[config.mk]
export PLATFORM = sky130hd
export DESIGN_NAME = mux_frame_collector_flat
export DESIGN_NICKNAME = d
export VERILOG_FILES = /design/src/rtl/mux_frame_if.sv /design/src/rtl/mux_frame_collector.sv /design/src/flat_wrapper.sv
export SDC_FILE = /design/constraint.sdc
export NUM_CORES = 1
export LEC_CHECK = 0
export ABC_AREA = 1
export BUFFER_PORTS_ARGS = -buffer_cell sky130_fd_sc_hd__buf_2
export CORE_ASPECT_RATIO = 1.2
export CORE_MARGIN = 5
export CORE_UTILIZATION = 48
export CTS_CLUSTER_DIAMETER = 200
export DETAILED_ROUTE_END_ITERATION = 8
export PLACE_DENSITY = 0.84
export SETUP_SLACK_MARGIN = 0.1
export SYNTH_ARGS = -nofsm -noshare
export SYNTH_HDL_FRONTEND = slang
export SYNTH_SLANG_ARGS = --single-unit
[constraint.sdc]
create_clock -name clk -period 1.3 [get_ports clk]
set_input_delay 0.13 -clock clk [delete_from_list [all_inputs] [get_ports clk]]
set_output_delay 0.13 -clock clk [all_outputs]
set_load 0.005 [all_outputs]
[src/rtl/mux_frame_if.sv]
// Handshake and datapath bundle between the frame collector and its keyed
// multiplexer source / downstream consumer.
interface mux_frame_if #(
  parameter int NR_KEY   = 4,
  parameter int KEY_LEN  = 2,
  parameter int DATA_LEN = 2
) ();
  logic                         start;
  logic [KEY_LEN-1:0]           sel;
  logic [DATA_LEN-1:0]          din;
  logic [NR_KEY*DATA_LEN-1:0]   frame;
  logic                         frame_valid;
  logic                         frame_ready;
  logic                         busy;

  modport master (
    input  start, din, frame_ready,
    output sel, frame, frame_valid, busy
  );

  modport slave (
    output start, din, frame_ready,
    input  sel, frame, frame_valid, busy
  );
endinterface

[src/rtl/mux_frame_collector.sv]
// Steps the select lines of a keyed multiplexer, samples each slot after a
// settle delay and presents the reassembled word with a valid/ready handshake.
module mux_frame_collector #(
  parameter int NR_KEY     = 4,
  parameter int KEY_LEN    = 2,
  parameter int DATA_LEN   = 2,
  parameter int SETTLE_CYC = 1
) (
  input  logic        clk,
  input  logic        rst,
  mux_frame_if.master bus
);
  localparam int FW    = NR_KEY * DATA_LEN;
  localparam int CNT_W = (SETTLE_CYC > 1) ? $clog2(SETTLE_CYC) : 1;
  localparam logic [KEY_LEN-1:0] LAST_KEY = KEY_LEN'(NR_KEY - 1);
  localparam logic [CNT_W-1:0]   LAST_CNT = CNT_W'(SETTLE_CYC - 1);

  typedef enum logic [1:0] {IDLE, DRIVE, SAMPLE, DONE} state_t;

  state_t             state_q, state_d;
  logic [KEY_LEN-1:0] sel_q, sel_d;
  logic [CNT_W-1:0]   cnt_q, cnt_d;
  logic [FW-1:0]      shadow_q, shadow_d;
  logic [FW-1:0]      frame_q, frame_d;
  logic               sample_en;
  logic               clear_shadow;
  logic               load_frame;

  always_ff @(posedge clk) begin
    if (rst) begin
      state_q  <= IDLE;
      sel_q    <= '0;
      cnt_q    <= '0;
      shadow_q <= '0;
      frame_q  <= '0;
    end else begin
      state_q  <= state_d;
      sel_q    <= sel_d;
      cnt_q    <= cnt_d;
      shadow_q <= shadow_d;
      frame_q  <= frame_d;
    end
  end

  always_comb begin
    state_d      = state_q;
    sel_d        = sel_q;
    cnt_d        = cnt_q;
    sample_en    = 1'b0;
    clear_shadow = 1'b0;
    load_frame   = 1'b0;
    case (state_q)
      IDLE: begin
        sel_d = '0;
        if (bus.start) begin
          state_d      = DRIVE;
          cnt_d        = '0;
          clear_shadow = 1'b1;
        end
      end
      DRIVE: begin
        if (cnt_q == LAST_CNT) begin
          state_d = SAMPLE;
          cnt_d   = '0;
        end else begin
          cnt_d = cnt_q + CNT_W'(1);
        end
      end
      SAMPLE: begin
        sample_en = 1'b1;
        if (sel_q == LAST_KEY) begin
          state_d    = DONE;
          load_frame = 1'b1;
        end else begin
          sel_d   = sel_q + KEY_LEN'(1);
          state_d = DRIVE;
        end
      end
      DONE: begin
        if (bus.frame_ready) begin
          sel_d = '0;
          // A start coinciding with the transfer chains straight into the next frame.
          if (bus.start) begin
            state_d      = DRIVE;
            cnt_d        = '0;
            clear_shadow = 1'b1;
          end else begin
            state_d = IDLE;
          end
        end
      end
      default: state_d = IDLE;
    endcase
  end

  // Per-slot shadow update; the final slot is merged before the frame copy.
  generate
    for (genvar gi = 0; gi < NR_KEY; gi++) begin : g_slot
      always_comb begin
        if (clear_shadow)
          shadow_d[gi*DATA_LEN +: DATA_LEN] = '0;
        else if (sample_en && (sel_q == KEY_LEN'(gi)))
          shadow_d[gi*DATA_LEN +: DATA_LEN] = bus.din;
        else
          shadow_d[gi*DATA_LEN +: DATA_LEN] = shadow_q[gi*DATA_LEN +: DATA_LEN];
      end
    end
  endgenerate

  assign frame_d = load_frame ? shadow_d : frame_q;

  assign bus.sel         = sel_q;
  assign bus.frame       = frame_q;
  assign bus.frame_valid = (state_q == DONE);
  assign bus.busy        = (state_q != IDLE);
endmodule
[src/flat_wrapper.sv]
// flat-port wrapper written by rule: the top's interface ports become plain ports
module mux_frame_collector_flat 
#(
  parameter int NR_KEY     = 4,
  parameter int KEY_LEN    = 2,
  parameter int DATA_LEN   = 2,
  parameter int SETTLE_CYC = 1
)
  (clk, rst, bus_start, bus_din, bus_frame_ready, bus_sel, bus_frame, bus_frame_valid, bus_busy);
  mux_frame_if #(.NR_KEY(NR_KEY), .KEY_LEN(KEY_LEN), .DATA_LEN(DATA_LEN)) bus_i ();
  input  logic clk;
  input  logic rst;
  input wire logic [$bits(bus_i.start)-1:0] bus_start;
  input wire logic [$bits(bus_i.din)-1:0] bus_din;
  input wire logic [$bits(bus_i.frame_ready)-1:0] bus_frame_ready;
  output wire logic [$bits(bus_i.sel)-1:0] bus_sel;
  output wire logic [$bits(bus_i.frame)-1:0] bus_frame;
  output wire logic [$bits(bus_i.frame_valid)-1:0] bus_frame_valid;
  output wire logic [$bits(bus_i.busy)-1:0] bus_busy;
  assign bus_i.start = bus_start;
  assign bus_i.din = bus_din;
  assign bus_i.frame_ready = bus_frame_ready;
  assign bus_sel = bus_i.sel;
  assign bus_frame = bus_i.frame;
  assign bus_frame_valid = bus_i.frame_valid;
  assign bus_busy = bus_i.busy;
  mux_frame_collector #(.NR_KEY(NR_KEY), .KEY_LEN(KEY_LEN), .DATA_LEN(DATA_LEN), .SETTLE_CYC(SETTLE_CYC)) u_core (.clk(clk), .rst(rst), .bus(bus_i));
endmodule
After elaboration in Yosys (flattened, before gate mapping)
Index checks and enable logic that the tools add are counted.
Widths: inputs -> output; s select.
{"block": "totals", "reg_bits": 21, "inputBits": 6, "output_inout_bits": 12, "wordCells": 56}
{"block": "classes", "n_addsub": 2, "eq_ne": 10, "n_mux": 27, "reduce_logical": 12}
{"cell": "$mux 2", "count": 14}
{"cell": "$mux 1", "count": 9}
{"cell": "$eq 2x2->1 const B", "count": 4}
{"cell": "$ne 2x2->1 const B", "count": 4}
{"cell": "$pmux 2 s4", "count": 1}
{"cell": "$pmux 2 s3", "count": 1}
{"cell": "$reduce_and 3->1", "count": 2}
{"cell": "$reduce_bool 3->1", "count": 2}
{"cell": "$eq 2x1->1 const B", "count": 2}
{"cell": "$logic_and 1x1->1", "count": 4}
{"cell": "$logic_not 2->1", "count": 2}
{"cell": "$pmux 1 s3", "count": 1}
{"cell": "$add 2x1->2 const B", "count": 1}
{"cell": "$pmux 1 s2", "count": 1}
{"cell": "$reduce_and 2->1", "count": 1}
{"cell": "$reduce_bool 2->1", "count": 1}
{"cell": "$add 1x1->1 const B", "count": 1}

Depth between registers and ports, before layout
{"block": "logic_depth", "word_depth": 5, "depth_mapped": 8, "ltp_nobuf": 7}

Worst setup path before layout
Ideal clock, no wire load.
{"block": "synth_path", "path_type": "reg2reg", "startpoint": "reg u_core.state_q[0]", "endpoint": "reg u_core.frame_q[0], in the netlist u_core.bus.frame[0]", "setup_time_ns": 0.118, "arrival_ns": 1.234, "required_time_ns": 1.182, "slack_ns": -0.052, "stages_incl_launch_ff": 8, "n_path_buf": 1, "synth_period_minus_slack_ns": 1.352, "path_cell_list": "dfxtp_1 -> inv_1 -> ha_1 -> nand2_4 -> clkinv_2 -> buf_12 -> o21ai_1 -> a21oi_2"}
{"block": "synth_between", "elab_chain_cells": 5, "elab_cells_between_ends": 9, "classes_between": "eq/ne (2); mux (5); reduce/logical (2)"}
{"item": "start, declared", "line_no": "mux_frame_collector.sv:20", "text": "state_t state_q, state_d;"}
{"item": "start signal, assigned", "line_no": "mux_frame_collector.sv:37", "text": "state_q <= state_d;"}
{"item": "$eq 2x2->1", "line_no": "mux_frame_collector.sv:52", "text": "case (state_q)"}
{"item": "$mux 1", "line_no": "mux_frame_collector.sv:52"}
{"item": "$logic_and 1x1->1", "line_no": "mux_frame_collector.sv:102", "text": "else if (sample_en && (sel_q == KEY_LEN'(gi)))"}
{"item": "$mux 2", "line_no": "mux_frame_collector.sv:102"}
{"item": "$mux 2", "line_no": "mux_frame_collector.sv:100", "text": "if (clear_shadow)"}
{"item": "end signal, assigned", "line_no": "mux_frame_collector.sv:41", "text": "frame_q <= frame_d;"}
{"item": "end, declared", "line_no": "mux_frame_collector.sv:24", "text": "logic [FW-1:0] frame_q, frame_d;"}
Parallel ways exist; a longest one is shown, timed or not.
A chain may end at the register's enable or synchronous reset.

Worst setup path in the final report
{"block": "layout_path", "startpoint": "reg u_core.state_q[0]", "endpoint": "reg u_core.frame_q[3], in the netlist u_core.bus.frame[3]"}
Same word-level chain as after synthesis.

==> key figures <==
Run status
  – Status: finished, final reports clean

Pwr
  – Sequential share of power: 41.7%
  – Peak supply drop: around 0.73 mV
  – Clock group share of total power: between 20% and 30%
  – Sw frac: 33.63%
  – Power Dens Cells: 1135 nW/um^2
  – Comb pwr share: 34.7%
  – Int Power: approximately 1 mW
  – Leak: between 0.6 and 0.7 nW
  – NetSw: 0.5025 mW

Setup path
  – Worst path slowest cell: dfxtp_4
  – CP startpoint: u_core.state_q[0]
  – Largest stage delay on the critical path: 390 ps
  – CP Class: register to register
  – Crit-path cells: inv_6 -> ha_4 -> clkbuf_16 -> nand3_1 -> nand2_1 -> nand2_2 -> a21oi_2
  – WP data required: 1540 ps
  – Endpoint class of the critical path: register
  – Reg2Reg Launch Point: u_core.state_q[0]
  – CP bufs+invs: 2
  – Worst-path maximum fanout: 6
  – Cell family with most CP delay: flip-flops
  – CP arrival: 1470 ps
  – Worst Setup Start Kind: register

Yosys
  – Syn_area_per_cell: 7.507 sq um
  – Yosys top cell by area: dfxtp_1
  – Syn_nets: roughly 150
  – Top-area cell type share of the netlist area: 37.21%
  – EDFF count, synth: 0
  – Post-Syn Instances: 129
  – Top_reg_cell synth: dfxtp_1
  – Register area share after synthesis: 37.21%
  – Number of library cell types mapped by synthesis: 16
  – Ys async rst share: 0%
  – Mapped cell area: 968.4 sq um
  – Ranking of synthesized cells by area: dfxtp_1, nand2_1, ha_1
  – Warnings from Yosys: 0
  – Yosys reg bits: 18
  – Synth cell count leaders: nand2_1, dfxtp_1, nand3_1
  – Most frequent cell after synthesis: nand2_1

STA
  – Slew headroom: 75.04%
  – Setup TNS: 0 ps
  – Final Skew: 0.7641 ps
  – Post-layout min period: 1224 ps
  – Final worst-path cycle share: 94.16%
  – Slew Limit Fails: 0
  – Unrepaired setup endpoints after global routing: yes
  – Final hold vios: 0
  – Fin Hold WS: 130.3 ps
  – Max Fclk: around 0.8 GHz
  – Final setup vio count: 0
  – Worst slew pin tran: approximately 370 ps
  – Setup WS post-layout: 75.97 ps

Floorplanning
  – Vert. Die Dim: 59.21 um
  – Top Ports: 18
  – Core Area: 1893 sq um
  – Full die area: slightly above 3000 sq um
  – Initial core utilization: 51.16%
  – Die Wd: just over 50 um
  – Placement Rows: 17

Global route
  – Largest net degree at the start of global routing: 13
  – GRT overflow: 0
  – Vias in the first global route: just over 900
  – Total Routing Usage GR: 16.52%
  – First-pass GRT wire length: 3870 um
  – Initial antenna violation count: 0

Clock tree
  – Root buffer cell: clkbuf_4
  – Num CTS Buffers: 3
  – Clock-pin slew on the worst setup and hold paths: 110 ps
  – Hold Buf Count CTS: 0
  – CTS tree: built
  – Htree depth: 1
  – Clock Sinks: 18
  – CTS Buffer Depth: 2
  – Worst-Skew Late Latency: between 200 and 300 ps

Placement
  – Area of placed instances: roughly 1100 sq um
  – Post-Place Setup Slack: roughly 7.6 ps
  – RD Place Congestion: ~0.76
  – # port buffers: 17
  – Detailed placement HPWL: between 1000 and 1500 um

Layout
  – Fraction of layout cells with a size suffix above 1: 45.16%
  – Area growth syn-to-layout: 35.92%
  – Post-route cell area: 1316 sq um
  – Antenna cell count: 0
  – Final #Nets: 172

Route
  – Routed WL: 2402 um
  – DR vias: roughly 940
  – DR pass1 iterations: 4
  – DRT iter0 DRCs: 26
  – Via-per-instance ratio: roughly 5.4
  – Drt wl/cell: 13.80 um
  – DRC: 0
  – Antenna-violating nets left: 0

Worst hold path
  – Hold path start: rst
  – Hold Path Class: primary input to register

Job
  – Max cap viols: 0
-- final timing paths --
kind | end | slack (ps) | cells after the start
worst max-delay path | u_core.bus.frame[3] | 80 | 7
worst min register to register | u_core.bus.frame[7] | 470 | 2
worst min-delay path | u_core.state_q[0] | 130 | 2
worst max register to register | u_core.bus.frame[3] | 80 | 7
-- repair_timing --
| action | CTS | global route |
|---|---|---|
| resized for setup | 24 | 23 |
| buffers inserted | 3 | 2 |
| cloned | 0 | 1 |
| endpoints found under the setup margin | 16 | 19 |
| pin swaps | 2 | 8 |
-- registers in the layout, summed over array words and instances (netlist names) --
name,flops
u_core.shadow_q,6
u_core.bus.sel,2
u_core.bus.frame,8
u_core.state_q,2
-- placed cells by master, fill, tap and decap left out, types with 4 or more instances in the layout --
cell | Yosys | routed
a21oi_2 | 6 | 7
nand2_2 | 1 | 13
buf_2 | 1 | 15
nor2_1 | 11 | 8
ha_1 | 10 | 6
nand3_1 | 14 | 13
dfxtp_1 | 18 | 14
nand2_1 | 40 | 26
buf_4 | 0 | 5
inv_1 | 13 | 9
o21ai_1 | 4 | 6
buf_6 | 2 | 4
-- metrics by stage --
step	instances	utilization [%]	power [mW]
finish	174	69.53	1.494
global route	174	69.53	1.576
CTS	171	63.32	1.378
detailed placement	164	56.51	0.9309
global placement	164	56.51	0.9200
floorplan	129	-	0.8522
-- cell type report --
cell class | instances | area [sq um]
Tap cell | 19 | 23.77
Inverter | 14 | 67.56
Sequential cell | 18 | 370.4
Timing Repair Buffer | 26 | 197.7
Fill cell | 134 | 576.8
Clock buffer | 4 | 36.28
Multi-Input combinational cell | 93 | 620.6
-- worst reg2reg max path, cell delays in order (launching register included) --
cell	delay, ps
dfxtp_4	390
inv_6	70
ha_4	180
clkbuf_16	160
nand3_1	90
nand2_1	100
nand2_2	70
a21oi_2	110
-- cell families (layout without fill, tap and decap cells) --
logic type	count (synthesis)	count (layout)	synth area share (%)
flip-flops	18	18	37.21
adder cells (fa/ha/maj)	10	10	12.92
buffers and inverters	18	44	10.46
AND/OR/NAND/NOR	67	67	28.81
AO/OA/AOI/OAI	16	16	10.59
-- power groups by stage --
stage | clock [mW] | combinational [mW] | sequential, mW
after floorplan | 0 | 0.231 | 0.621
after global placement | 0 | 0.297 | 0.623
final | 0.353 | 0.519 | 0.623
after global routing | 0.385 | 0.564 | 0.627
after detailed placement | 0 | 0.304 | 0.626
after CTS | 0.353 | 0.411 | 0.613
-- routing by layer --
layer / GRT usage, % / part of all wire, %
met5: 0 / 0
met4: 8.462 / 1.7
met3: 3.275 / 4.5
met2: 28.18 / 49
met1: 19.45 / 44
Power figures use the tool's default switching activity.
